### config.mk
export PLATFORM = sky130hd
export DESIGN_NAME = psr_exception_sequencer
export DESIGN_NICKNAME = d
export VERILOG_FILES = /design/src/rtl/psr_exception_sequencer_pkg.sv /design/src/rtl/psr_exception_sequencer_priority.sv /design/src/rtl/psr_exception_sequencer.sv
export SDC_FILE = /design/constraint.sdc
export NUM_CORES = 1
export LEC_CHECK = 0
export ABC_CLOCK_PERIOD_IN_PS = 3100
export CAP_MARGIN = 5
export CORE_MARGIN = 5
export CORE_UTILIZATION = 40
export CTS_BUF_LIST = sky130_fd_sc_hd__clkbuf_8
export DETAILED_ROUTE_END_ITERATION = 12
export GPL_TIMING_DRIVEN = 0
export PLACE_DENSITY = 0.79
export SETUP_SLACK_MARGIN = 0.5
export SYNTH_ARGS = -nofsm -noshare
export SYNTH_HDL_FRONTEND = slang
export SYNTH_HIERARCHICAL = 1
export SYNTH_SLANG_ARGS = --single-unit
### constraint.sdc
create_clock -name clock -period 3.1 [get_ports clock]
set_input_delay 0.62 -clock clock [delete_from_list [all_inputs] [get_ports clock]]
set_output_delay 0.62 -clock clock [all_outputs]
set_load 0.02 [all_outputs]
### src/rtl/psr_exception_sequencer_pkg.sv
// Shared constants for the PSR exception sequencer: widths, mode encodings,
// exception indices (index order is priority order), vectors and FSM states.
package psr_exception_sequencer_pkg;

  localparam int WordWidth = 32;
  localparam int NumExc    = 7;

  localparam logic [4:0] MODE_USER = 5'b10000;
  localparam logic [4:0] MODE_FIQ  = 5'b10001;
  localparam logic [4:0] MODE_IRQ  = 5'b10010;
  localparam logic [4:0] MODE_SVC  = 5'b10011;
  localparam logic [4:0] MODE_ABT  = 5'b10111;
  localparam logic [4:0] MODE_UND  = 5'b11011;
  localparam logic [4:0] MODE_SYS  = 5'b11111;

  // Lower index wins arbitration.
  localparam logic [2:0] EXC_RESET = 3'd0;
  localparam logic [2:0] EXC_DABT  = 3'd1;
  localparam logic [2:0] EXC_FIQ   = 3'd2;
  localparam logic [2:0] EXC_IRQ   = 3'd3;
  localparam logic [2:0] EXC_PABT  = 3'd4;
  localparam logic [2:0] EXC_UNDEF = 3'd5;
  localparam logic [2:0] EXC_SWI   = 3'd6;

  localparam logic [WordWidth-1:0] VEC_RESET = 32'h0000_0000;
  localparam logic [WordWidth-1:0] VEC_UNDEF = 32'h0000_0004;
  localparam logic [WordWidth-1:0] VEC_SWI   = 32'h0000_0008;
  localparam logic [WordWidth-1:0] VEC_PABT  = 32'h0000_000C;
  localparam logic [WordWidth-1:0] VEC_DABT  = 32'h0000_0010;
  localparam logic [WordWidth-1:0] VEC_IRQ   = 32'h0000_0018;
  localparam logic [WordWidth-1:0] VEC_FIQ   = 32'h0000_001C;

  typedef enum logic [1:0] {
    ST_IDLE   = 2'd0,
    ST_SAVE   = 2'd1,
    ST_SWITCH = 2'd2,
    ST_VECTOR = 2'd3
  } state_e;

  function automatic logic [4:0] exc_mode(input logic [2:0] cause);
    case (cause)
      EXC_DABT, EXC_PABT: return MODE_ABT;
      EXC_FIQ:            return MODE_FIQ;
      EXC_IRQ:            return MODE_IRQ;
      EXC_UNDEF:          return MODE_UND;
      default:            return MODE_SVC;
    endcase
  endfunction

  function automatic logic [WordWidth-1:0] exc_vector(input logic [2:0] cause);
    case (cause)
      EXC_DABT:  return VEC_DABT;
      EXC_FIQ:   return VEC_FIQ;
      EXC_IRQ:   return VEC_IRQ;
      EXC_PABT:  return VEC_PABT;
      EXC_UNDEF: return VEC_UNDEF;
      EXC_SWI:   return VEC_SWI;
      default:   return VEC_RESET;
    endcase
  endfunction

  // Replace the bytes of base selected by mask ({f,s,x,c}) with bytes of src.
  function automatic logic [WordWidth-1:0] byte_merge(input logic [WordWidth-1:0] base,
                                                      input logic [WordWidth-1:0] src,
                                                      input logic [3:0] mask);
    logic [WordWidth-1:0] r;
    r = base;
    for (int b = 0; b < 4; b++) begin
      if (mask[b]) r[8*b +: 8] = src[8*b +: 8];
    end
    return r;
  endfunction

endpackage

### src/rtl/psr_exception_sequencer_priority.sv
// Combinational exception arbiter: applies the CPSR I/F masks, then picks the
// lowest-index (highest-priority) live request and looks up its mode and vector.
module psr_exception_priority
  import psr_exception_sequencer_pkg::*;
(
  input  logic [NumExc-1:0]    req_i,
  input  logic                 irq_mask_i,
  input  logic                 fiq_mask_i,
  output logic                 valid_o,
  output logic [2:0]           cause_o,
  output logic [4:0]           mode_o,
  output logic [WordWidth-1:0] vector_o
);

  logic [NumExc-1:0] live;

  // Mask IRQ/FIQ, then scan downward so the lowest live index is left standing.
  always_comb begin
    live          = req_i;
    live[EXC_IRQ] = req_i[EXC_IRQ] & ~irq_mask_i;
    live[EXC_FIQ] = req_i[EXC_FIQ] & ~fiq_mask_i;
    valid_o       = 1'b0;
    cause_o       = EXC_RESET;
    for (int i = NumExc - 1; i >= 0; i--) begin
      if (live[i]) begin
        valid_o = 1'b1;
        cause_o = 3'(i);
      end
    end
    mode_o   = exc_mode(cause_o);
    vector_o = exc_vector(cause_o);
  end

endmodule

### src/rtl/psr_exception_sequencer.sv
// Sequencer for all CPSR/SPSR writes: applies MSR in IDLE combinationally and
// runs the save / switch / vector sequence for exception entry.
//
// state     | meaning
// ST_IDLE   | MSR applied this cycle, else accept highest unmasked request
// ST_SAVE   | write saved CPSR into SPSR of target mode
// ST_SWITCH | write CPSR with new mode, I set, T cleared, F per cause
// ST_VECTOR | flush and redirect fetch until acknowledged
module psr_exception_sequencer
  import psr_exception_sequencer_pkg::*;
(
  input  logic                 clock,
  input  logic                 reset,
  input  logic [NumExc-1:0]    in_ExceptionRequest,
  input  logic [WordWidth-1:0] in_CPSR_Fresh,
  input  logic                 in_MSRWriteEnable,
  input  logic                 in_MSRToSPSR,
  input  logic [3:0]           in_MSRFieldMask,
  input  logic [WordWidth-1:0] in_MSRValue,
  input  logic                 in_VectorAck,
  output logic                 out_CPSRWriteEnable,
  output logic [WordWidth-1:0] out_CPSRValue,
  output logic                 out_SPSRWriteEnable,
  output logic [4:0]           out_SPSRMode,
  output logic [WordWidth-1:0] out_SPSRValue,
  output logic                 out_Stall,
  output logic                 out_Flush,
  output logic [WordWidth-1:0] out_VectorAddress,
  output logic                 out_Busy
);

  state_e               state_q;
  logic [2:0]           cause_q;
  logic [4:0]           mode_q;
  logic [WordWidth-1:0] vec_q;
  logic [WordWidth-1:0] saved_q;
  logic                 spsr_we_q;
  logic                 cpsr_we_q;
  logic                 flush_q;

  logic                 exc_valid;
  logic [2:0]           exc_cause;
  logic [4:0]           exc_mode_w;
  logic [WordWidth-1:0] exc_vec;

  logic [4:0]           cur_mode;
  logic                 msr_act;
  logic                 msr_cpsr_we;
  logic                 msr_spsr_we;
  logic [3:0]           cpsr_mask;
  logic                 force_f;
  logic [WordWidth-1:0] switch_val;

  psr_exception_priority u_priority (
    .req_i      (in_ExceptionRequest),
    .irq_mask_i (in_CPSR_Fresh[7]),
    .fiq_mask_i (in_CPSR_Fresh[6]),
    .valid_o    (exc_valid),
    .cause_o    (exc_cause),
    .mode_o     (exc_mode_w),
    .vector_o   (exc_vec)
  );

  // MSR decode: only honoured in IDLE; user mode may only touch the flags byte,
  // and user/system modes have no SPSR to write.
  always_comb begin
    cur_mode    = in_CPSR_Fresh[4:0];
    msr_act     = (state_q == ST_IDLE) && in_MSRWriteEnable;
    msr_cpsr_we = msr_act && !in_MSRToSPSR;
    msr_spsr_we = msr_act && in_MSRToSPSR &&
                  (cur_mode != MODE_USER) && (cur_mode != MODE_SYS);
    cpsr_mask   = (cur_mode == MODE_USER) ? {in_MSRFieldMask[3], 3'b000} : in_MSRFieldMask;
    force_f     = (cause_q == EXC_FIQ) || (cause_q == EXC_RESET);
    switch_val  = {saved_q[WordWidth-1:8], 1'b1, force_f | saved_q[6], 1'b0, mode_q};
  end

  // Entry sequence FSM with registered write/flush strobes; soft reset skips SAVE.
  always_ff @(posedge clock or posedge reset) begin
    if (reset) begin
      state_q   <= ST_IDLE;
      cause_q   <= EXC_RESET;
      mode_q    <= '0;
      vec_q     <= '0;
      saved_q   <= '0;
      spsr_we_q <= 1'b0;
      cpsr_we_q <= 1'b0;
      flush_q   <= 1'b0;
    end else begin
      spsr_we_q <= 1'b0;
      cpsr_we_q <= 1'b0;
      case (state_q)
        ST_IDLE: begin
          if (!in_MSRWriteEnable && exc_valid) begin
            cause_q <= exc_cause;
            mode_q  <= exc_mode_w;
            vec_q   <= exc_vec;
            saved_q <= in_CPSR_Fresh;
            if (exc_cause == EXC_RESET) begin
              state_q   <= ST_SWITCH;
              cpsr_we_q <= 1'b1;
            end else begin
              state_q   <= ST_SAVE;
              spsr_we_q <= 1'b1;
            end
          end
        end
        ST_SAVE: begin
          state_q   <= ST_SWITCH;
          cpsr_we_q <= 1'b1;
        end
        ST_SWITCH: begin
          state_q <= ST_VECTOR;
          flush_q <= 1'b1;
        end
        ST_VECTOR: begin
          if (in_VectorAck) begin
            state_q <= ST_IDLE;
            flush_q <= 1'b0;
          end
        end
        default: state_q <= ST_IDLE;
      endcase
    end
  end

  // Output merge: sequence strobes and MSR strobes are mutually exclusive.
  always_comb begin
    out_CPSRWriteEnable = cpsr_we_q | msr_cpsr_we;
    out_CPSRValue       = cpsr_we_q   ? switch_val :
                          msr_cpsr_we ? byte_merge(in_CPSR_Fresh, in_MSRValue, cpsr_mask) : '0;
    out_SPSRWriteEnable = spsr_we_q | msr_spsr_we;
    out_SPSRMode        = spsr_we_q ? mode_q : (msr_spsr_we ? cur_mode : '0);
    out_SPSRValue       = spsr_we_q   ? saved_q :
                          msr_spsr_we ? byte_merge('0, in_MSRValue, in_MSRFieldMask) : '0;
    out_Flush           = flush_q;
    out_VectorAddress   = flush_q ? vec_q : '0;
    out_Busy            = (state_q != ST_IDLE);
    out_Stall           = out_Busy;
  end

endmodule

==> results of run 1 <==
[routing by layer]
layer / track usage, % / part of all wire, %
met1: 25.35 / 39
met2: 38.32 / 50
met3: 5.519 / 8.8
met4: 7.861 / 2.5
met5: 0 / 0
[what timing repair did]
item | CTS | global route
endpoints found under the hold margin | 0 | 0
gates cloned | 0 | 2
pin swaps | 20 | 20
gates resized for setup | 443 | 96
setup endpoints to repair | 140 | 77
setup buffers | 15 | 9
[path summary, 6_finish.rpt]
path / startpoint / to / slack [ps] / cells after the start
worst max-delay path: in_CPSR_Fresh[2] / out_CPSRValue[6] / 210 / 8
worst min-delay path: saved_q[0] / saved_q[0] / 500 / 2
worst max register to register: state_q[0] / saved_q[15] / 960 / 9
worst min register to register: saved_q[0] / saved_q[0] / 500 / 2
max in group asynchronous: reset / mode_q[1] / 1890 / 3
min in group asynchronous: reset / vec_q[27] / 650 / 2
[metrics by stage]
stage	hold slack, ps	total power [mW]	area, um^2	TNS [ps]
floorplan	450.2	3.697	5046	0
global placement	469.5	5.032	7072	-101820
detailed placement	471.5	5.150	7102	-36430
CTS	490.3	6.131	7556	0
global route	509.7	6.672	7993	0
finish	495.2	6.302	7993	0
[worst max-delay path, stage by stage]
cell	delay [ps]
buf_8	100
or4b_4	530
buf_8	160
o21ai_4	200
buf_4	160
mux2i_2	240
o21ai_2	110
buf_6	150
[state kept, by name, indices dropped and copies added (netlist names)]
signal and flops:
state_q 2, vec_q 32, cpsr_we_q 1, spsr_we_q 1, saved_q 32, out_Flush 1, cause_q 2, mode_q 5
[cell usage after synthesis, types with 2 or more instances]
cell | n | area share (%)
mux2_2 | 70 | 16
o21ai_1 | 16 | 1.6
a21oi_1 | 4 | 0.41
or2_2 | 2 | 0.26
dfrtp_1 | 76 | 39
clkbuf_1 | 22 | 1.7
ha_1 | 4 | 1.0
nor2b_1 | 5 | 0.64
nor2_1 | 8 | 0.62
a31oi_1 | 3 | 0.39
buf_4 | 32 | 4.9
nor4b_4 | 3 | 1.5
o21ai_4 | 3 | 1.0
mux2i_1 | 27 | 5.6
o41ai_1 | 3 | 0.54
o31ai_1 | 20 | 3.1
nand3b_1 | 3 | 0.46
nor3_1 | 2 | 0.21
a22o_1 | 21 | 3.8
o21ai_0 | 12 | 1.2
inv_1 | 7 | 0.54
nor2_4 | 2 | 0.46
buf_2 | 7 | 0.72
nand2b_1 | 8 | 1.0
and2_1 | 32 | 4.1
nand2_1 | 66 | 5.1
conb_1 | 2 | 0.15
nand3_1 | 4 | 0.41
[logic make-up (layout without fill, tap and decap cells)]
logic type / after synthesis / after routing
buffers and inverters: 70 / 297
other: 2 / 31
AOI/OAI and AO/OA: 93 / 93
adders and majority gates: 4 / 4
DFF: 76 / 76
muxes: 97 / 97
and+or+nand+nor: 140 / 140
[cell type report]
| type | instances | area (um^2) |
|---|---|---|
| flip-flops and latches | 76 | 1903 |
| repair buffers | 211 | 2115 |
| inverters | 8 | 32.53 |
| plain buffers | 62 | 451.7 |
| clock inverters | 4 | 70.07 |
| clock buffers | 12 | 165.2 |
| multi-input cells | 364 | 3069 |
| well taps | 147 | 183.9 |
| fillers | 891 | 3969 |
| diodes | 1 | 2.502 |
[power by group]
| part | internal (mW) | switching, mW | leakage (nW) |
|---|---|---|---|
| Sequential | 1.48 | 0.299 | 0.902 |
| Clock | 0.517 | 0.376 | 0.122 |
| Combinational | 1.85 | 1.78 | 2.51 |
==> impl_metrics.py, run 1 <==
metrics = {
    "outcome": {
        "status": "finished, final reports clean",
    },
    "floorplan": {
        "rows": 40,
        "die_width_um": 120.3,
        "io_pins": 186,
        "core_mm2": 0.01196,
        "die_height_um": 120.3,
        "die-area_mm2": 0.01447,
        "initial_utilization_pct": 40.68,
    },
    "critical_path": {
        "critPathArrivalTime_ps": 2270,
        "critPathMaxFanout": 5,
        "critPathKind": "in2out",
        "worstPathRequired_ps": 2480,
        "start_kind": "input pin",
        "endpoint_kind": "primary output",
    },
    "sta": {
        "fmax_mhz": 345.5,
        "hold_viol": 0,
        "rsz0062_at_grt": "yes",
        "fin_crit_sh_pct": 93.38,
        "worst_slew_margin_rel_pct": 63.34,
        "slew_violations": 0,
        "skew_ps": 15.10,
        "setup_viol": 0,
        "fin_crit_ps": 2895,
        "tightest_slew_ps": 549.9,
        "timing.final.ws_setup_ps": 205.3,
    },
    "clock_network": {
        "cts_max_level": 3,
        "cts.clk_slew.worst_paths_ps": 90,
        "cts_tree": "yes",
        "cts-buffers-inserted": 9,
        "holdBufCountCts": 0,
        "cts.sink_count": 76,
        "cts_buffer_depth": 2,
        "clock_latency_ps": 350,
        "cts_root_buffer": "clkbuf_8",
    },
    "logic_synthesis": {
        "syn_area_mm2": 0.004866,
        "async_flop_share_pct": 100.0,
        "avgSynthCellArea_um2": 10.10,
        "synth-edff-count": 0,
        "synth_cells": 482,
        "synth-compound-area-share_pct": 14.14,
        "synth.yosys.warnings": 6,
        "synth-xor-area-share_pct": 0,
        "synth_fa_ha_area_share_pct": 1.029,
        "seq_area_frac_synth_pct": 39.08,
        "synth-seq-cells": 76,
        "synth_top_family_by_area": "multiplexers",
        "synth-simple-area-share_pct": 15.63,
        "ys_types": 46,
        "muxShareOfSynthArea_pct": 21.75,
        "ys.flop_type": "dfrtp_1",
    },
    "layout": {
        "final_cell_mix": "clkdlybuf4s50_1 (105), dfrtp_1 (75), mux2_2 (70), nand2_1 (64), buf_4 (57)",
        "drive_gt1_share_pct": 43.42,
        "layout_commonest_cell": "clkdlybuf4s50_1",
        "fin_nets": 816,
        "syn_to_final_growth_pct": 64.26,
        "fin_util_pct": 66.82,
        "stdcell_count": 885,
    },
    "min_path": {
        "hold_class": "reg2reg",
    },
    "placed_design": {
        "globalplace.congestion": 0.8711,
        "place_inst": 842,
        "dp_hpwl_um": 11880,
        "dpl_worst_slack_ps": -684.6,
        "io_buffers": 184,
    },
    "routing": {
        "first_pass_iters": 5,
        "drc": 0,
        "drt-total-wl_um": 16550,
        "wl_per_cell_um": 18.70,
        "viasPerCell": 5.328,
        "via_count": 4715,
        "ant_nets": 0,
        "drtIter0Drc": 216,
    },
    "grt": {
        "overflow": 0,
        "grt_pass1_vias": 4825,
        "globalRouteTotalUtil_pct": 21.66,
        "antenna_found_initial": 1,
        "grt_pass1_wl_um": 25090,
        "grt_max_degree": 45,
    },
    "pwr": {
        "vdd_ir_drop_max_uv": 521.3,
        "power_density_mw_per_mm2": 788.5,
        "p_leak_nw": 3.539,
    },
    "job": {
        "drv_cap": 0,
    },
}
Note: power is estimated with default switching activity, not from simulation.
==> inputs of run 2 (changes only) <==
--- a/config.mk
+++ b/config.mk
@@ -5,7 +5,7 @@
 export SDC_FILE = /design/constraint.sdc
 export NUM_CORES = 1
 export LEC_CHECK = 0
-export ABC_CLOCK_PERIOD_IN_PS = 3100
+export ABC_CLOCK_PERIOD_IN_PS = 2950
 export CAP_MARGIN = 5
 export CORE_MARGIN = 5
 export CORE_UTILIZATION = 40
==> constraint.sdc (replaced) <==
create_clock -name clock -period 2.95 [get_ports clock]
set_input_delay 0.59 -clock clock [delete_from_list [all_inputs] [get_ports clock]]
set_output_delay 0.59 -clock clock [all_outputs]
set_load 0.02 [all_outputs]
==> run 2 against run 1 <==
First-iteration DRC count decreased by 5.1%; clock power shrank 20%; sequential power up 5%; critical path depth stayed put; hold slack better by 7.9 ps; core utilization increased by 3.0 points; critical path type unchanged.
==> impl_metrics.py, run 2 (synthesis gave the netlist of run 1 again) <==
metrics = {
    "critical_path": {
        "path_common_cell": "buf_8",
        "critPathMaxFanout": 6,
        "cp.buffers_inverters": 4,
        "reg2reg_depth": 9,
        "slowest_stage": "or4b_4",
        "reg2reg_from": "state_q[0]",
        "critPathArrivalTime_ps": 2200,
        "reg2reg_to": "saved_q[15]",
        "critPathKind": "in2out",
        "rrSetupSlack_ps": 870,
        "cpPeakStageDelay_ps": 530,
        "worstPathRequired_ps": 2360,
        "path_cells": "buf_8 > or4b_4 > buf_8 > nor2_4 > nor4b_4 > buf_4 > a22o_1 > buf_6",
        "start_kind": "input pin",
        "endpoint_kind": "primary output",
        "crit_family": "simple AND/OR/NAND/NOR gates",
    },
    "grt": {
        "antenna_found_initial": 1,
        "grt_pass1_vias": 4989,
        "globalRouteTotalUtil_pct": 22.71,
        "grt_pass1_wl_um": 25970,
        "grt_max_degree": 31,
        "overflow": 0,
    },
    "clock_network": {
        "clock_latency_ps": 340,
        "cts-buffers-inserted": 9,
        "cts.clk_slew.worst_paths_ps": 70,
        "cts.sink_count": 76,
        "cts_tree": "yes",
        "cts_buffer_depth": 2,
        "holdBufCountCts": 0,
        "cts_max_level": 3,
        "cts_root_buffer": "clkbuf_8",
    },
    "placed_design": {
        "globalplace.congestion": 0.8354,
        "io_buffers": 184,
        "dp_hpwl_um": 12120,
        "placed_cell_area_mm2": 0.007191,
    },
    "routing": {
        "via_count": 4736,
        "viasPerCell": 5.268,
        "first_pass_iters": 4,
        "wl_per_cell_um": 18.96,
        "drtIter0Drc": 205,
        "drc": 0,
        "drt-total-wl_um": 17050,
        "ant_nets": 0,
    },
    "pwr": {
        "finalPower_mw": 6.577,
        "p_leak_nw": 3.778,
        "power_density_mw_per_mm2": 787.9,
        "vdd_ir_drop_max_uv": 548.7,
    },
    "floorplan": {
        "die-area_mm2": 0.01447,
        "die_width_um": 120.3,
        "core_mm2": 0.01196,
        "io_pins": 186,
        "initial_utilization_pct": 40.68,
        "die_height_um": 120.3,
        "rows": 40,
    },
    "layout": {
        "layout_commonest_cell": "clkdlybuf4s50_1",
        "top_regs": "saved_q (32), vec_q (32), mode_q (5)",
        "multi_input_area_mm2": 0.003217,
        "final_cell_mix": "clkdlybuf4s50_1 (96), dfrtp_1 (75), buf_6 (73), mux2_2 (70), nand2_1 (64)",
        "syn_to_final_growth_pct": 71.56,
        "fin_util_pct": 69.79,
        "fin_area_mm2": 0.008348,
        "ff_latch_area_mm2": 0.001903,
        "fin_nets": 831,
        "nFillCells": 876,
        "drive_gt1_share_pct": 45.41,
    },
    "sta": {
        "skew_ps": 5.240,
        "slew_violations": 0,
        "rsz0062_at_grt": "yes",
        "tightest_slew_ps": 602.0,
        "setup_tns_ps": 0,
        "whs_ps": 503.1,
        "setup_viol": 0,
        "fin_crit_sh_pct": 94.45,
        "fin_crit_ps": 2786,
        "hold_viol": 0,
        "worst_slew_margin_rel_pct": 59.78,
        "fmax_mhz": 358.9,
    },
    "min_path": {
        "min_to": "vec_q[3]",
        "whs_path_depth": 1,
        "hp-start": "vec_q[3]",
        "hold_class": "reg2reg",
    },
    "outcome": {
        "status": "finished, final reports clean",
    },
    "job": {
        "drv_cap": 0,
    },
}
run 2: power breakdown:
group / switching (mW) / total (mW) / internal [mW]
logic: 1.95 / 4.00 / 2.05
registers: 0.313 / 1.87 / 1.56
clock network: 0.372 / 0.711 / 0.339
run 2: area by class of cell:
| type | count | share of cell area, % |
|---|---|---|
| antenna | 1 | 0.02998 |
| buffer | 62 | 5.830 |
| clock buffer | 11 | 1.814 |
| clock inverter | 4 | 0.2098 |
| inverter | 8 | 0.4347 |
| multi-input combinational | 364 | 38.53 |
| sequential | 76 | 22.80 |
| tap | 147 | 2.203 |
| timing repair buffer | 226 | 28.15 |
run 2: through the flow:
| stage | std cells | setup slack [ps] |
|---|---|---|
| floorplan | 510 | 376.1 |
| global placement | 841 | -769.0 |
| detailed placement | 843 | -803.4 |
| CTS | 887 | 148.8 |
| global route | 899 | 127.1 |
| finish | 899 | 163.7 |
run 2: what timing repair did:
item                       CTS  global route
pin swaps                   49            22
gates cloned                 2             0
buffers inserted            27            11
gates resized for setup    527            66
setup endpoints to repair  160           138
run 2: how the worst max path moves through the flow:
| stage | startpoint | endpoint | slack, ps | depth (start not counted) |
|---|---|---|---|---|
| floorplan | in_CPSR_Fresh[1] | out_CPSRValue[13] | 380 | 5 |
| global placement | in_CPSR_Fresh[4] | out_CPSRValue[23] | -770 | 7 |
| detailed placement | in_CPSR_Fresh[4] | out_CPSRValue[23] | -800 | 7 |
| CTS | in_CPSR_Fresh[3] | out_SPSRValue[16] | 150 | 8 |
| global route | in_CPSR_Fresh[3] | out_SPSRValue[5] | 130 | 8 |
| finish | in_CPSR_Fresh[3] | out_SPSRValue[5] | 160 | 8 |
run 2: worst register-to-register path, cell delays in order (launching register included):
cell and delay [ps]:
dfrtp_1 400, inv_2 90, ha_4 130, buf_6 100
buf_4 130, inv_1 70, or2_2 300, clkbuf_4 210
clkbuf_4 240, mux2_2 300
run 2: per-layer routing:
metal / wire [um] / global-route usage (%)
met5: 0 / 0
met4: 434 / 8.924
met3: 1301 / 6.268
met2: 8909 / 41.17
met1: 6400 / 25.15
==> inputs of run 3 (changes only) <==
--- a/config.mk
+++ b/config.mk
@@ -9,7 +9,7 @@
 export CAP_MARGIN = 5
 export CORE_MARGIN = 5
 export CORE_UTILIZATION = 40
-export CTS_BUF_LIST = sky130_fd_sc_hd__clkbuf_8
+export CTS_BUF_LIST = sky130_fd_sc_hd__clkbuf_8 sky130_fd_sc_hd__clkbuf_16
 export DETAILED_ROUTE_END_ITERATION = 12
 export GPL_TIMING_DRIVEN = 0
 export PLACE_DENSITY = 0.79
==> run 3 against run 2 <==
Critical path depth did not move; die area unchanged; clock power is 42% higher; global-route usage is 0.31 points lower; first-iteration DRC count is 27% higher; via count shrank 1.3%.
==> impl_metrics.py, run 3 (synthesis gave the netlist of run 1 again) <==
metrics = {
    "critical_path": {
        "slowest_stage": "or4b_4",
        "cpPeakStageDelay_ps": 480,
        "cp.buffers_inverters": 4,
        "worstPathRequired_ps": 2360,
        "endpoint_kind": "primary output",
        "critPathKind": "in2out",
        "reg2reg_from": "state_q[0]",
        "path_cells": "clkbuf_4 > or4b_4 > buf_8 > nor2_4 > nor4b_4 > buf_4 > a22o_1 > buf_6",
        "start_kind": "input pin",
        "critPathArrivalTime_ps": 2220,
        "critPathMaxFanout": 6,
        "crit_family": "simple AND/OR/NAND/NOR gates",
        "crit_start": "in_CPSR_Fresh[4]",
    },
    "layout": {
        "drive_gt1_share_pct": 44.95,
        "top_regs": "saved_q (32), vec_q (32), mode_q (5)",
        "final_cell_mix": "clkdlybuf4s50_1 (104), dfrtp_1 (75), buf_6 (74), mux2_2 (70), nand2_1 (64)",
        "fin_nets": 832,
        "fin_area_mm2": 0.008468,
        "fin_util_pct": 70.80,
        "stdcell_count": 900,
        "syn_to_final_growth_pct": 74.03,
        "layout_commonest_cell": "clkdlybuf4s50_1",
    },
    "clock_network": {
        "clock_latency_ps": 330,
        "cts-buffers-inserted": 9,
        "cts_tree": "yes",
        "holdBufCountCts": 0,
        "cts_root_buffer": "clkbuf_16",
        "cts.clk_slew.worst_paths_ps": 50,
        "cts.sink_count": 76,
        "cts_buffer_depth": 2,
        "cts_max_level": 3,
    },
    "floorplan": {
        "rows": 40,
        "initial_utilization_pct": 40.68,
        "io_pins": 186,
        "die-area_mm2": 0.01447,
        "core_mm2": 0.01196,
        "die_width_um": 120.3,
        "die_height_um": 120.3,
    },
    "grt": {
        "grt_pass1_vias": 4953,
        "overflow": 0,
        "grt_max_degree": 31,
        "grt_pass1_wl_um": 25650,
        "antenna_found_initial": 1,
        "globalRouteTotalUtil_pct": 22.39,
    },
    "sta": {
        "fmax_mhz": 355.7,
        "skew_ps": 3.457,
        "worst_slew_margin_rel_pct": 59.83,
        "fin_crit_sh_pct": 95.31,
        "hold_viol": 0,
        "slew_violations": 0,
        "whs_ps": 498.5,
        "setup_tns_ps": 0,
        "rsz0062_at_grt": "yes",
        "fin_crit_ps": 2812,
        "timing.final.ws_setup_ps": 138.3,
        "setup_viol": 0,
        "tightest_slew_ps": 601.2,
    },
    "routing": {
        "first_pass_iters": 5,
        "ant_nets": 0,
        "drtIter0Drc": 260,
        "drt-total-wl_um": 17430,
        "drc": 0,
        "wl_per_cell_um": 19.37,
        "viasPerCell": 5.192,
        "via_count": 4673,
    },
    "outcome": {
        "status": "finished, final reports clean",
    },
    "placed_design": {
        "dpl_worst_slack_ps": -803.4,
        "place_inst": 843,
        "placed_cell_area_mm2": 0.007191,
        "io_buffers": 184,
        "dp_hpwl_um": 12120,
        "globalplace.congestion": 0.8354,
    },
    "pwr": {
        "clock_power_share_pct": 14.6,
        "power_density_mw_per_mm2": 817.6,
        "seq_power_share_pct": 27.2,
        "internal_power_mw": 4.234,
        "p_sw_mw": 2.689,
        "p_leak_nw": 3.740,
        "vdd_ir_drop_max_uv": 550.9,
        "swShare_pct": 38.84,
        "finalPower_mw": 6.923,
        "combPwrFrac_pct": 58.3,
    },
    "job": {
        "drv_cap": 0,
    },
    "min_path": {
        "hold_class": "reg2reg",
        "hp-start": "vec_q[3]",
    },
}
==> run 3: changes by cell type in the layout (fill, tap and decap cells not counted), sizes merged <==
cell | before | now
clkbuf | 36 | 31
clkdlybuf4s15 | 0 | 1
dlymetal6s2s | 8 | 0
clkdlybuf4s50 | 96 | 104
buf | 155 | 160
==> run 3: timing repair <==
action,CTS,global route
resized for setup,498,89
pin swaps,37,32
endpoints found under the setup margin,160,129
buffers inserted,29,10
gates cloned,2,0
==> run 3: power by group through the flow <==
stage	Combinational, mW	Sequential [mW]	Clock (mW)
floorplan	2.12	1.78	0
global placement	3.48	1.84	0
detailed placement	3.56	1.89	0
CTS	3.80	1.86	1.04
global route	4.28	1.93	1.08
finish	4.04	1.88	1.01
==> run 3: final cells by class <==
class	count	area, um^2
Sequential cell	76	1903
Clock buffer	11	252.7
Clock inverter	4	17.52
Antenna cell	1	2.502
Buffer	62	481.7
Timing Repair Buffer	227	2370
Fill cell	861	3493
Multi-Input combinational cell	364	3221
Tap cell	147	183.9
Inverter	8	36.28
==> run 3: worst paths after layout <==
kind                       slack, ps                to  cells past startpoint
min                              500          vec_q[3]                      1
max                              140  out_SPSRValue[0]                      8
max in group asynchronous       1500       saved_q[15]                      4
max reg2reg                      870         vec_q[18]                      9
min reg2reg                      500          vec_q[3]                      1
min in group asynchronous        710         vec_q[30]                      2
==> run 3: metal layers <==
layer	track usage, %	routed length [um]
met5	0	0
met4	7.578	415
met3	6.408	1262
met2	41.03	9284
met1	24.81	6471
